$ cat config.mk
export PLATFORM = sky130hd
export DESIGN_NAME = inv_mixcolumns_state
export DESIGN_NICKNAME = d
export VERILOG_FILES = /design/src/rtl/aes_pkg.sv /design/src/rtl/inv_mixcolumn.sv /design/src/rtl/inv_mixcolumns_state.sv
export SDC_FILE = /design/constraint.sdc
export NUM_CORES = 1
export LEC_CHECK = 0
export CAP_MARGIN = 20
export CORE_MARGIN = 5
export CORE_UTILIZATION = 25
export DETAILED_ROUTE_END_ITERATION = 7
export MAX_ROUTING_LAYER = met4
export SKIP_CTS_REPAIR_TIMING = 1
export SYNTH_ARGS = -nofsm -noshare
export SYNTH_HDL_FRONTEND = slang
export SYNTH_SLANG_ARGS = --single-unit
$ cat constraint.sdc
create_clock -name clk -period 6.9 [get_ports clk]
set_input_delay 1.035 -clock clk [delete_from_list [all_inputs] [get_ports clk]]
set_output_delay 1.035 -clock clk [all_outputs]
set_load 0.05 [all_outputs]
$ cat src/rtl/aes_pkg.sv
// Shared AES decrypt-side types, constants and GF(2^8) helpers.
// Constant multiplies are built only from chained xtime terms.
package aes_pkg;

  localparam logic [7:0] AES_POLY  = 8'h1b;
  localparam logic [7:0] INV_C_0E  = 8'h0e;
  localparam logic [7:0] INV_C_0B  = 8'h0b;
  localparam logic [7:0] INV_C_0D  = 8'h0d;
  localparam logic [7:0] INV_C_09  = 8'h09;

  typedef logic [31:0]  column_t;
  typedef logic [127:0] state_t;

  typedef enum logic [1:0] {
    ST_IDLE = 2'd0,
    ST_BUSY = 2'd1,
    ST_DONE = 2'd2
  } mix_state_e;

  function automatic logic [7:0] xtime(input logic [7:0] b);
    return {b[6:0], 1'b0} ^ (b[7] ? AES_POLY : 8'h00);
  endfunction

  // Multiply by a constant below 16: XOR of b, x2, x4, x8 selected by coefficient bits.
  function automatic logic [7:0] gmul_const(input logic [7:0] b, input logic [3:0] coeff);
    logic [7:0] x2, x4, x8;
    x2 = xtime(b);
    x4 = xtime(x2);
    x8 = xtime(x4);
    return (coeff[0] ? b  : 8'h00) ^ (coeff[1] ? x2 : 8'h00) ^
           (coeff[2] ? x4 : 8'h00) ^ (coeff[3] ? x8 : 8'h00);
  endfunction

endpackage

$ cat src/rtl/inv_mixcolumn.sv
// Combinational InvMixColumns for one 32-bit column (byte 0 in bits [7:0]).
module inv_mixcolumn
  import aes_pkg::*;
(
  input  column_t col_in,
  output column_t col_out
);

  logic [7:0] b0, b1, b2, b3;

  assign b0 = col_in[7:0];
  assign b1 = col_in[15:8];
  assign b2 = col_in[23:16];
  assign b3 = col_in[31:24];

  assign col_out[7:0]   = gmul_const(b0, INV_C_0E[3:0]) ^ gmul_const(b1, INV_C_0B[3:0]) ^
                          gmul_const(b2, INV_C_0D[3:0]) ^ gmul_const(b3, INV_C_09[3:0]);
  assign col_out[15:8]  = gmul_const(b0, INV_C_09[3:0]) ^ gmul_const(b1, INV_C_0E[3:0]) ^
                          gmul_const(b2, INV_C_0B[3:0]) ^ gmul_const(b3, INV_C_0D[3:0]);
  assign col_out[23:16] = gmul_const(b0, INV_C_0D[3:0]) ^ gmul_const(b1, INV_C_09[3:0]) ^
                          gmul_const(b2, INV_C_0E[3:0]) ^ gmul_const(b3, INV_C_0B[3:0]);
  assign col_out[31:24] = gmul_const(b0, INV_C_0B[3:0]) ^ gmul_const(b1, INV_C_0D[3:0]) ^
                          gmul_const(b2, INV_C_09[3:0]) ^ gmul_const(b3, INV_C_0E[3:0]);

endmodule

$ cat src/rtl/inv_mixcolumns_state.sv
// Iterative InvMixColumns over a 128-bit state, COLS_PER_CYCLE columns per BUSY cycle.
//   state | meaning
//   IDLE  | waiting for a state, in_ready=1
//   BUSY  | transforming columns of the work register in place
//   DONE  | result held on out_data until out_ready; may accept the next state
module inv_mixcolumns_state
  import aes_pkg::*;
#(
  parameter int COLS_PER_CYCLE = 1
) (
  input  logic         clk,
  input  logic         rst_n,
  input  logic         in_valid,
  output logic         in_ready,
  input  logic [127:0] in_data,
  output logic         out_valid,
  input  logic         out_ready,
  output logic [127:0] out_data
);

  if (!(COLS_PER_CYCLE == 1 || COLS_PER_CYCLE == 2 || COLS_PER_CYCLE == 4)) begin : g_bad_cpc
    $error("inv_mixcolumns_state: COLS_PER_CYCLE must be 1, 2 or 4");
  end

  // Step of 4 wraps to 0 in the 2-bit counter, so CPC=4 finishes in one cycle.
  localparam logic [1:0] CNT_STEP = 2'(COLS_PER_CYCLE % 4);
  localparam logic [1:0] LAST_CNT = 2'(4 - COLS_PER_CYCLE);

  mix_state_e state_q, state_d;
  logic [1:0] col_cnt_q, col_cnt_d;
  state_t     work_q, work_d, work_mixed;

  logic [1:0] col_idx [COLS_PER_CYCLE];
  column_t    mix_in  [COLS_PER_CYCLE];
  column_t    mix_out [COLS_PER_CYCLE];

  for (genvar g = 0; g < COLS_PER_CYCLE; g++) begin : g_col
    assign col_idx[g] = col_cnt_q + 2'(g);
    assign mix_in[g]  = work_q[32*col_idx[g] +: 32];
    inv_mixcolumn u_inv_mixcolumn (
      .col_in  (mix_in[g]),
      .col_out (mix_out[g])
    );
  end

  always_comb begin
    work_mixed = work_q;
    for (int g = 0; g < COLS_PER_CYCLE; g++) begin
      work_mixed[32*col_idx[g] +: 32] = mix_out[g];
    end
  end

  always_comb begin
    state_d   = state_q;
    col_cnt_d = col_cnt_q;
    work_d    = work_q;
    in_ready  = 1'b0;
    out_valid = 1'b0;
    unique case (state_q)
      ST_IDLE: begin
        in_ready = 1'b1;
        if (in_valid) begin
          work_d    = in_data;
          col_cnt_d = 2'd0;
          state_d   = ST_BUSY;
        end
      end
      ST_BUSY: begin
        work_d    = work_mixed;
        col_cnt_d = col_cnt_q + CNT_STEP;
        if (col_cnt_q == LAST_CNT) state_d = ST_DONE;
      end
      ST_DONE: begin
        out_valid = 1'b1;
        in_ready  = out_ready;
        if (out_ready) begin
          if (in_valid) begin
            work_d    = in_data;
            col_cnt_d = 2'd0;
            state_d   = ST_BUSY;
          end else begin
            state_d = ST_IDLE;
          end
        end
      end
      default: state_d = ST_IDLE;
    endcase
  end

  always_ff @(posedge clk or negedge rst_n) begin
    if (!rst_n) begin
      state_q   <= ST_IDLE;
      col_cnt_q <= 2'd0;
      work_q    <= '0;
    end else begin
      state_q   <= state_d;
      col_cnt_q <= col_cnt_d;
      work_q    <= work_d;
    end
  end

  assign out_data = work_q;

endmodule
== Word level (Yosys, flattened, before mapping) ==
Index checks and enable logic that the tools add are counted.

* Multiplexer cells: 26
* Eq/ne operators: 6
* Shift-type cells: 3
* Bitwise gates (word level): 52
* Add/sub/neg operators: 2
* Reduce and logical (&&, ||, !) cells: 4

{| class="wikitable"
|+ Operators by type and width
! kind !! count
|-
| $pmux 128 s3 || 1
|-
| $xor 8x8->8 || 48
|-
| $mux 128 || 2
|-
| $bwmux 128 || 1
|-
| $shift 32x34->128 const A || 1
|-
| $shiftx 128x8->32 || 1
|-
| $shiftx 32x34->128 || 1
|-
| $mux 5 || 12
|-
| $neg 7->34 || 1
|-
| $xor 8x5->8 || 4
|-
| $pmux 2 s3 || 2
|-
| $mux 2 || 5
|-
| $ne 2x2->1 const B || 3
|-
| $eq 2x2->1 const B || 2
|-
| $reduce_and 3->1 || 1
|-
| $reduce_bool 3->1 || 1
|-
| $add 2x1->2 const B || 1
|-
| $eq 2x1->1 const B || 1
|-
| $logic_not 2->1 || 1
|-
| $mux 1 || 2
|-
| $pmux 1 s2 || 1
|-
| $reduce_and 2->1 || 1
|}

* Output and inout port bits: 130
* Input bits: 132
* Word-level logic and storage cells: 96
* Bits in registers: 132

== Longest topological paths before layout ==
Gate-level depths: netlist (run 1).

* Word-level depth: 14
* Depth in mapped cells: 13
* Depth with buffers taken out: 7

== Cells and area by module ==
A second synthesis (run 1) with hierarchy kept.

* Cells, all modules: 834
* Area, all modules: 10208.5 sq um

{| class="wikitable"
|+ By module, submodules not included
! module !! area an instance (sq um) !! cells an instance !! times used !! seq. area each (sq um)
|-
| inv_mixcolumns_state || 7972.6 || 631 || 1 || 3303.2
|-
| inv_mixcolumn || 2235.9 || 203 || 1 || 0.0
|}

== Least setup slack after synthesis (run 1) ==
Ideal clock, no wire load.

* Kind: input to register
* From: input out_ready
* To: register work_q[21] (netlist: out_data[21])
* Data required time: 6.781 ns
* Stages on the path: 9
* Library setup time: 0.119 ns
* Path slack: 3.772 ns
* Path buffers: 2
* Arrival: 3.009 ns
* Cell sequence: inv_1 a21oi_1 and2_1 clkbuf_1 a21oi_1 clkbuf_1 a21oi_1 o21ai_0 o21a_1

* Word-level cells in the longest chain between the ends: 2

{| class="wikitable"
|+ RTL lines
! item !! line !! text
|-
| start, declared || inv_mixcolumns_state.sv:17 || <nowiki>input logic out_ready,</nowiki>
|-
| $ne 2x2->1 (no source line) || -- ||
|-
| $reduce_and 2->1 (no source line) || -- ||
|-
| end signal, assigned || inv_mixcolumns_state.sv:98 || <nowiki>work_q <= work_d;</nowiki>
|-
| end, declared || inv_mixcolumns_state.sv:31 || <nowiki>state_t work_q, work_d, work_mixed;</nowiki>
|}

Every way passes these cells.
A chain may end at the register's enable or synchronous reset.

== Worst setup path after layout (run 1) ==
* From: register col_cnt_q[0]
* To: register work_q[91] (netlist: out_data[91])

* Word-level cells in the longest chain between the ends: 12
* Elaborated cells between the ends (all ways): 70
* Those cells by class: add/sub: 1; shift: 3; mux: 14; bitwise: 52

{| class="wikitable"
|+ RTL lines
! item !! line !! text
|-
| start, declared || inv_mixcolumns_state.sv:30 || <nowiki>logic [1:0] col_cnt_q, col_cnt_d;</nowiki>
|-
| start signal, assigned || inv_mixcolumns_state.sv:97 || <nowiki>col_cnt_q <= col_cnt_d;</nowiki>
|-
| $shiftx 128x8->32 || inv_mixcolumns_state.sv:39 || <nowiki>assign mix_in[g] = work_q[32*col_idx[g] +: 32];</nowiki>
|-
| $xor 8x8->8 or $mux 5 (tied branches) || aes_pkg.sv:21 || <nowiki>return {b[6:0], 1'b0} ^ (b[7] ? AES_POLY : 8'h00);</nowiki>
|-
| $mux 5 or $xor 8x8->8 (tied branches) || aes_pkg.sv:21 ||
|-
| $xor 8x8->8 or $mux 5 (tied branches) || aes_pkg.sv:21 ||
|-
| $xor 8x8->8 (tied with other cells) || aes_pkg.sv:30 || <nowiki>return (coeff[0] ? b : 8'h00) ^ (coeff[1] ? x2 : 8'h00) ^</nowiki>
|-
| $xor 8x8->8 || aes_pkg.sv:31 || <nowiki>(coeff[2] ? x4 : 8'h00) ^ (coeff[3] ? x8 : 8'h00);</nowiki>
|-
| $xor 8x8->8, on equally long branches (3 in a row) || -- ||
|-
| $shiftx 32x34->128 || inv_mixcolumns_state.sv:49 || <nowiki>work_mixed[32*col_idx[g] +: 32] = mix_out[g];</nowiki>
|-
| $bwmux 128 * || inv_mixcolumns_state.sv:49 ||
|-
| $pmux 128 s3 * || inv_mixcolumns_state.sv:59 || <nowiki>unique case (state_q)</nowiki>
|}

Every way passes the cells marked *; elsewhere a longest branch is shown, timed or not.

==> results.txt, run 1 <==
Synth top area share: 36.1%
unrepaired setup endpoints after global routing: false
Final nets: 1209
Cells on Worst Hold Path: 2
top_reg_cell synth: dfrtp_1
flop-to-flop setup slack: 2.50 ns
crit end category: flop
RR Endpoint: out_data[91]
first-pass GRT wire length: 54.7 mm
Critical Path Fanout Max: 23
CP Data Required Time: 7.21 ns
initial core utilization: 25.2%
Synth async-reset ratio: 100%
Placer Congestion: 0.895
met1 WL: 16.0 mm
gr usage total: 18.3%
CTS Buf Count: 17
Worst-Skew Late Latency: 0.43 ns
CP Launch Type: flop
# setup viols final: 0
Hold Path End: out_data[72]
initial antenna violation count: 0
drt drc: 0
HP Class: reg2reg
Syn Nets: 982
number of global-route vias before repair: 8311
clk_skew: 0.00722 ns
Final min period: 4.40 ns
setup TNS: 0 ns
sequential share of the synthesized area: 36.1%
Slew HR: 36.2%
fin crit share: 63.7%
Die Height: 201 µm
hold wc startpoint: out_data[72]
final slew viol count: 0
Initial DRC Count: 658
ratio of cells with drive above 1 in the final layout: 8.75%
met3 WL post-DR: 2.13 mm
Reg2Reg Launch Point: col_cnt_q[0]
syn_area_per_cell: 10.8 µm²
final hold vios: 0
Core Region: 36300 µm²
ranking of synthesized cells by area: dfrtp_1, xnor2_1, xnor3_1
total number of yosys warnings: 0
# H-tree levels: 4
fmax: 228 MHz
Cells after Synth: 846
mean routed wirelength per cell: 23.7 µm
slew of the pin with the lowest slew margin: 0.957 ns
Post-DRT Antenna Nets: 0
Unique masters post-synth: 41
Chip Width: 201 µm
site row count: 70
Port Buffers: 261
Yosys reg bits: 132
dpl hpwl: 27.4 mm
Layout area overhead: 39.8%
Met2 Routed Length: 17.7 mm
max_cap viols: 0
via count: 7861
total grt overflow: 0
Die Area: 40500 µm²
Worst-path clk slew: 0.06 ns
EDFF count, synth: 0
Post-Syn Area: 9150 µm²
most frequent cells in the layout: clkdlybuf4s50_1, dfrtp_1, xnor2_1, o21ai_0, nand2_1
io pins: 262
First-pass DRT Iterations: 4
ant diodes: 0
most common cell after layout, fill and taps aside: clkdlybuf4s50_1
CTS tree: yes
outcome: complete, no violations
WL final: 36.9 mm
Arr. time, crit path: 4.71 ns
clock sinks: 132
largest net degree at the start of global routing: 71
path type of the worst setup path: reg2reg
Longest Clk Path Bufs: 2
top sig layer: met4
via-per-instance ratio: 5.06
root buf cell: clkbuf_16
leading area contributor after synthesis: dfrtp_1
R2R depth: 8
-- cells in the mapped netlist (3+ instances only) --
library cell  count
inv_1             3
mux4_2           24
a21oi_1          44
xnor2_1         108
a2bb2oi_1        56
dfrtp_1         132
o21ai_0          88
xnor3_1          30
xnor2_2           8
nand2_1          75
nand3_1          12
ha_1              4
xor2_1           31
nor2_1           49
clkbuf_1         49
buf_2             6
buf_8             3
o21a_1           37
xnor2_4           5
a221oi_1         23
o211ai_1          9
o21ai_1           9
and3_1            4
mux4_1            8
nor2b_1           4
buf_4             5
-- how the worst max path moves through the flow --
stage	cells after the start	end	start
4_1_cts	8	out_data[91]	col_cnt_q[0]
3_5_place_dp	8	out_data[91]	col_cnt_q[0]
3_3_place_gp	8	out_data[91]	col_cnt_q[0]
6_report	8	out_data[91]	col_cnt_q[0]
5_1_grt	8	out_data[123]	col_cnt_q[0]
2_1_floorplan	9	out_data[21]	out_ready
-- per-stage QoR --
step / hold slack (ns) / util, % / setup WS (ns) / std cells / cell area, µm²
floorplan: 0.681 / - / 3.77 / 846 / 9150
global placement: 0.486 / 33.5 / 2.47 / 1522 / 12200
detailed placement: 0.491 / 33.5 / 2.49 / 1522 / 12200
CTS: 0.505 / 35.2 / 2.46 / 1554 / 12800
global route: 0.534 / 35.2 / 2.24 / 1554 / 12800
finish: 0.504 / 35.2 / 2.50 / 1554 / 12800
-- sequential cells by signal (all words and copies together), names as in the netlist --
| name | flops |
|---|---|
| out_data | 128 |
| col_cnt_q | 2 |
| state_q | 2 |
-- critical path, stage by stage (launching register included) --
cell and delay (ns):
dfrtp_2 0.80, buf_4 0.43, mux4_1 0.90, xnor2_4 0.29
xnor2_1 0.64, xnor3_1 0.50, xor2_1 0.40, o21ai_0 0.16
o21a_1 0.12
-- routing by layer --
layer  track usage (%)  vias to the layer above
met4              6.05                        0
li1                  -                     3513
met3              3.46                       59
met5                 -                        -
met1              23.4                     3969
met2              29.4                      320
-- kinds of logic (layout without fill, tap and decap cells) --
| family | count (synthesis) | after routing | share of synthesized area, % |
|---|---|---|---|
| DFF | 132 | 132 | 36.1 |
| muxes | 32 | 32 | 8.21 |
| and+or+nand+nor | 150 | 150 | 6.72 |
| adders and majority gates | 4 | 4 | 0.547 |
| buffers and inverters | 70 | 310 | 3.69 |
| xor gates and xnor gates | 189 | 189 | 25.3 |
| AOI/OAI and AO/OA | 269 | 269 | 19.4 |
-- final cells by class --
type / instances / area (µm²)
Clock inverter: 14 / 179
Multi-Input combinational cell: 644 / 5560
Timing Repair Buffer: 275 / 2720
Fill cell: 3576 / 23600
Clock buffer: 18 / 429
Tap cell: 468 / 586
Sequential cell: 132 / 3300
Inverter: 3 / 11.3
Power of run 1 is not shown: default switching activity piles up to over one toggle a cycle in this logic, so the estimate is an artifact.
==> run 2, diff against run 1 <==
==> constraint.sdc (replaced) <==
create_clock -name clk -period 3.9 [get_ports clk]
set_input_delay 0.585 -clock clk [delete_from_list [all_inputs] [get_ports clk]]
set_output_delay 0.585 -clock clk [all_outputs]
set_load 0.05 [all_outputs]
==> run 2 against run 1 <==
Effect of this change:
- final area is 2.5% higher
- clock skew rose by 0.0040 ns
- worst setup slack worse by 2.3 ns
- register-to-register slack got worse by 2.3 ns
- routed wire length increased by 1.0%
- flip-flop and latch count is the same
- critical path type unchanged
==> results.txt, run 2 (synthesis gave the netlist of run 1 again) <==
initial core utilization: 25.2%
number of global-route vias before repair: 8329
Placed Cells: 1546
WP buf/inv: 1
crit end category: flop
Arr. time, crit path: 4.05 ns
CP Data Required Time: 4.25 ns
RR Endpoint: out_data[38]
Longest Clk Path Bufs: 2
via-per-instance ratio: 5.00
crit-path most repeated cell: xnor3_1
most common cell after layout, fill and taps aside: clkdlybuf4s50_1
Finished Layout Cells: 1581
outcome: complete, no violations
first-pass GRT wire length: 55.3 mm
flop-to-flop setup slack: 0.20 ns
Layout area overhead: 43.4%
setup TNS: 0 ns
Final nets: 1233
WL final: 37.2 mm
Storage cell area: 3300 µm²
via count: 7910
Die Height: 201 µm
largest net degree at the start of global routing: 99
R2R depth: 8
mean routed wirelength per cell: 23.5 µm
total of fill cells in the finished design: 3577
drt drc: 0
path type of the worst setup path: reg2reg
fmax: 270 MHz
Port Buffers: 261
HP Class: in2async
First-pass DRT Iterations: 5
Core Region: 36300 µm²
CTS Buf Count: 17
# setup viols final: 0
worst path cell trace: buf_12, mux4_2, xnor3_1, xnor3_1, xnor3_1, xnor2_1, a221oi_1, nor2_1
Initial DRC Count: 632
dpl hpwl: 27.6 mm
CP Launch Type: flop
gr usage total: 18.5%
Final min period: 3.70 ns
Slew HR: 36.5%
Worst-path clk slew: 0.06 ns
clock sinks: 132
clk_skew: 0.0112 ns
Reg2Reg Launch Point: col_cnt_q[0]
io pins: 262
fin crit share: 94.9%
final hold vios: 0
site row count: 70
initial antenna violation count: 3
Worst-Skew Late Latency: 0.43 ns
Die Area: 40500 µm²
Multi-input gate area: 5560 µm²
CTS tree: yes
Largest delay share family, worst path: XOR/XNOR gates
unrepaired setup endpoints after global routing: false
root buf cell: clkbuf_16
Post-DRT Antenna Nets: 0
ratio of cells with drive above 1 in the final layout: 10.6%
most frequent cells in the layout: clkdlybuf4s50_1, dfrtp_1, xnor2_1, o21ai_0, nand2_1
Placer Congestion: 0.927
max reg flops: 128
slew of the pin with the lowest slew margin: 0.952 ns
total grt overflow: 0
max_cap viols: 0
# H-tree levels: 4
final slew viol count: 0
Max stage delay on crit path: 0.75 ns
slowest CP cell: mux4_2
Critical Path Fanout Max: 20
Chip Width: 201 µm
## run 2: cell types whose count changed in the layout (fill, tap and decap cells not counted), sizes merged
| cell | previous run | this run |
|---|---|---|
| clkinvlp | 3 | 1 |
| bufinv | 3 | 8 |
| diode | 0 | 3 |
| clkinv | 5 | 2 |
| clkbuf | 18 | 20 |
| inv | 6 | 4 |
| buf | 15 | 39 |
## run 2: cell type report
type                    count  share of cell area, %
multi-input cells         644                   42.4
inverters                   3                 0.0859
clock inverters            12                   2.09
well taps                 468                   4.47
repair buffers            299                   22.3
flip-flops and latches    132                   25.2
diodes                      3                 0.0573
clock buffers              20                   3.41
## run 2: worst max-delay path by stage
stage | cells past startpoint | to | slack (ns) | startpoint
after floorplan | 8 | out_data[6] | 0.80 | out_data[110]
final | 8 | out_data[38] | 0.20 | col_cnt_q[0]
after detailed placement | 8 | out_data[70] | 0.26 | col_cnt_q[0]
after CTS | 8 | out_data[38] | 0.23 | col_cnt_q[0]
after global routing | 8 | out_data[102] | 0.07 | col_cnt_q[0]
after global placement | 8 | out_data[102] | 0.36 | col_cnt_q[0]
## run 2: routing by layer
| metal | part of all wire [%] | global-route usage [%] | vias up | wire (µm) |
|---|---|---|---|---|
| li1 | - | - | 3555 | - |
| met1 | 44 | 24.2 | 3952 | 16200 |
| met4 | 1.7 | 4.86 | 0 | 622 |
| met5 | 0 | - | - | 0 |
| met3 | 6.1 | 3.40 | 38 | 2270 |
| met2 | 49 | 29.9 | 365 | 18100 |
## run 2: per-stage QoR
step / area, µm² / setup slack [ns] / hold slack [ns] / util, %
CTS: 13100 / 0.230 / 0.321 / 36.1
global route: 13100 / 0.0667 / 0.355 / 36.1
floorplan: 9150 / 0.803 / 0.289 / -
global placement: 12400 / 0.358 / 0.482 / 34.1
finish: 13100 / 0.200 / 0.275 / 36.1
detailed placement: 12400 / 0.260 / 0.491 / 34.1
## run 2: worst reg2reg max path, delay by kind of cell, from the launching register on
family,cells,cell delay (ns)
buffers and inverters,1,0.21
muxes,1,0.75
DFF,1,0.51
AOI/OAI and AO/OA,1,0.16
and+or+nand+nor,1,0.13
xor gates and xnor gates,4,1.87
Power of run 2 is left out for the same reason.
==> run 3, diff against run 2 <==
--- a/config.mk
+++ b/config.mk
@@ -6,7 +6,6 @@
 export NUM_CORES = 1
 export LEC_CHECK = 0
 export CAP_MARGIN = 20
-export CORE_MARGIN = 5
 export CORE_UTILIZATION = 25
 export DETAILED_ROUTE_END_ITERATION = 7
 export MAX_ROUTING_LAYER = met4
==> run 3 against run 2 <==
Effect of this change:
- the flow now finishes with violations (DRC)
- first-iteration DRC count shrank 7.1%
- via count shrank 0.19%
- sequential share of layout area grew 0.33 points
- clock skew grew 0.0058 ns
- non-clock buffer count shrank 9
- worst setup slack gained 0.067 ns
- cell count shrank 1.1%
- count of clock-buffer cells in the layout shrank 2
- critical endpoint is now out_data[116]
- largest cell class unchanged
==> results.txt, run 3 (synthesis gave the netlist of run 1 again) <==
number of global-route vias before repair: 8350
Placer Congestion: 0.907
initial core utilization: 25.6%
Chip Width: 193 µm
via-per-instance ratio: 5.05
Arr. time, crit path: 3.99 ns
Longest Clk Path Bufs: 2
HP Class: in2async
fmax: 275 MHz
final hold vios: 0
clock sinks: 132
Slew HR: 37.3%
Critical Path Fanout Max: 28
gr usage total: 19.9%
slew of the pin with the lowest slew margin: 0.940 ns
Worst-Skew Late Latency: 0.43 ns
slowest CP cell: mux4_1
fin crit share: 93.2%
worst path cell trace: buf_12, mux4_1, xnor3_1, xor2_1, xnor2_1, xnor3_1, o21ai_0, o21a_1
R2R depth: 8
Die Height: 193 µm
CTS tree: yes
initial antenna violation count: 1
ratio of cells with drive above 1 in the final layout: 10.1%
max_cap viols: 0
Max stage delay on crit path: 0.83 ns
final slew viol count: 0
Core Region: 35700 µm²
root buf cell: clkbuf_16
most frequent cells in the layout: clkdlybuf4s50_1, dfrtp_1, xnor2_1, o21ai_0, nand2_1
most common cell after layout, fill and taps aside: clkdlybuf4s50_1
Initial DRC Count: 587
mean routed wirelength per cell: 23.1 µm
Finished Layout Cells: 1563
failing checks: DRC
crit end category: flop
setup TNS: 0 ns
largest net degree at the start of global routing: 110
Placed Cells: 1529
drt drc: 11
Die Area: 37400 µm²
via count: 7895
dpl hpwl: 26.6 mm
io pins: 262
first-pass GRT wire length: 53.8 mm
crit-path most repeated cell: xnor3_1
max reg flops: 128
Final nets: 1224
CP Data Required Time: 4.26 ns
# H-tree levels: 4
Port Buffers: 261
clk_skew: 0.0170 ns
# setup viols final: 0
total grt overflow: 0
Layout area overhead: 41.5%
outcome: complete, but fails checks
final hold slack: 0.200 ns
First-pass DRT Iterations: 7
WL final: 36.2 mm
path type of the worst setup path: reg2reg
Post-DRT Antenna Nets: 0
CP Launch Type: flop
CTS Buf Count: 17
site row count: 69
unrepaired setup endpoints after global routing: false
Final min period: 3.63 ns
Worst-path clk slew: 0.07 ns
[run 3: worst paths after layout]
check | start | slack, ns | endpoint
min in group clk | out_data[104] | 0.50 | out_data[104]
max in group asynchronous | rst_n | 2.86 | out_data[51]
setup reg to reg | col_cnt_q[0] | 0.27 | out_data[116]
setup / recovery | col_cnt_q[0] | 0.27 | out_data[116]
hold reg to reg | out_data[104] | 0.50 | out_data[104]
hold / removal | rst_n | 0.20 | out_data[42]
[run 3: layer usage]
metal,routed length (µm),global-route usage [%]
met1,15800,25.7
met2,17700,32.1
met3,2220,3.82
met4,453,5.07
met5,0,-
[run 3: cell type report]
cell class                      instances  area, µm²
Fill cell                            3563      22800
Multi-Input combinational cell        644       5560
Sequential cell                       132       3300
Timing Repair Buffer                  290       2890
Tap cell                              461        577
Clock buffer                           18        439
Clock inverter                         14        163
Inverter                                3       11.3
Antenna cell                            1       2.50
[run 3: through the flow]
step | cell area (µm²) | util [%] | worst slack (ns)
global route | 12900 | 36.2 | 0.115
CTS | 12900 | 36.1 | 0.239
finish | 12900 | 36.2 | 0.267
detailed placement | 12300 | 34.4 | 0.266
floorplan | 9150 | - | 0.803
global placement | 12300 | 34.4 | 0.283
[run 3: worst max-delay path: cells and delay by family (launching register included)]
kind,cells,cell delay [ns]
xor gates and xnor gates,4,1.56
muxes,1,0.83
DFF,1,0.52
buffers and inverters,1,0.27
AOI/OAI and AO/OA,2,0.37
Power of run 3 is left out for the same reason.
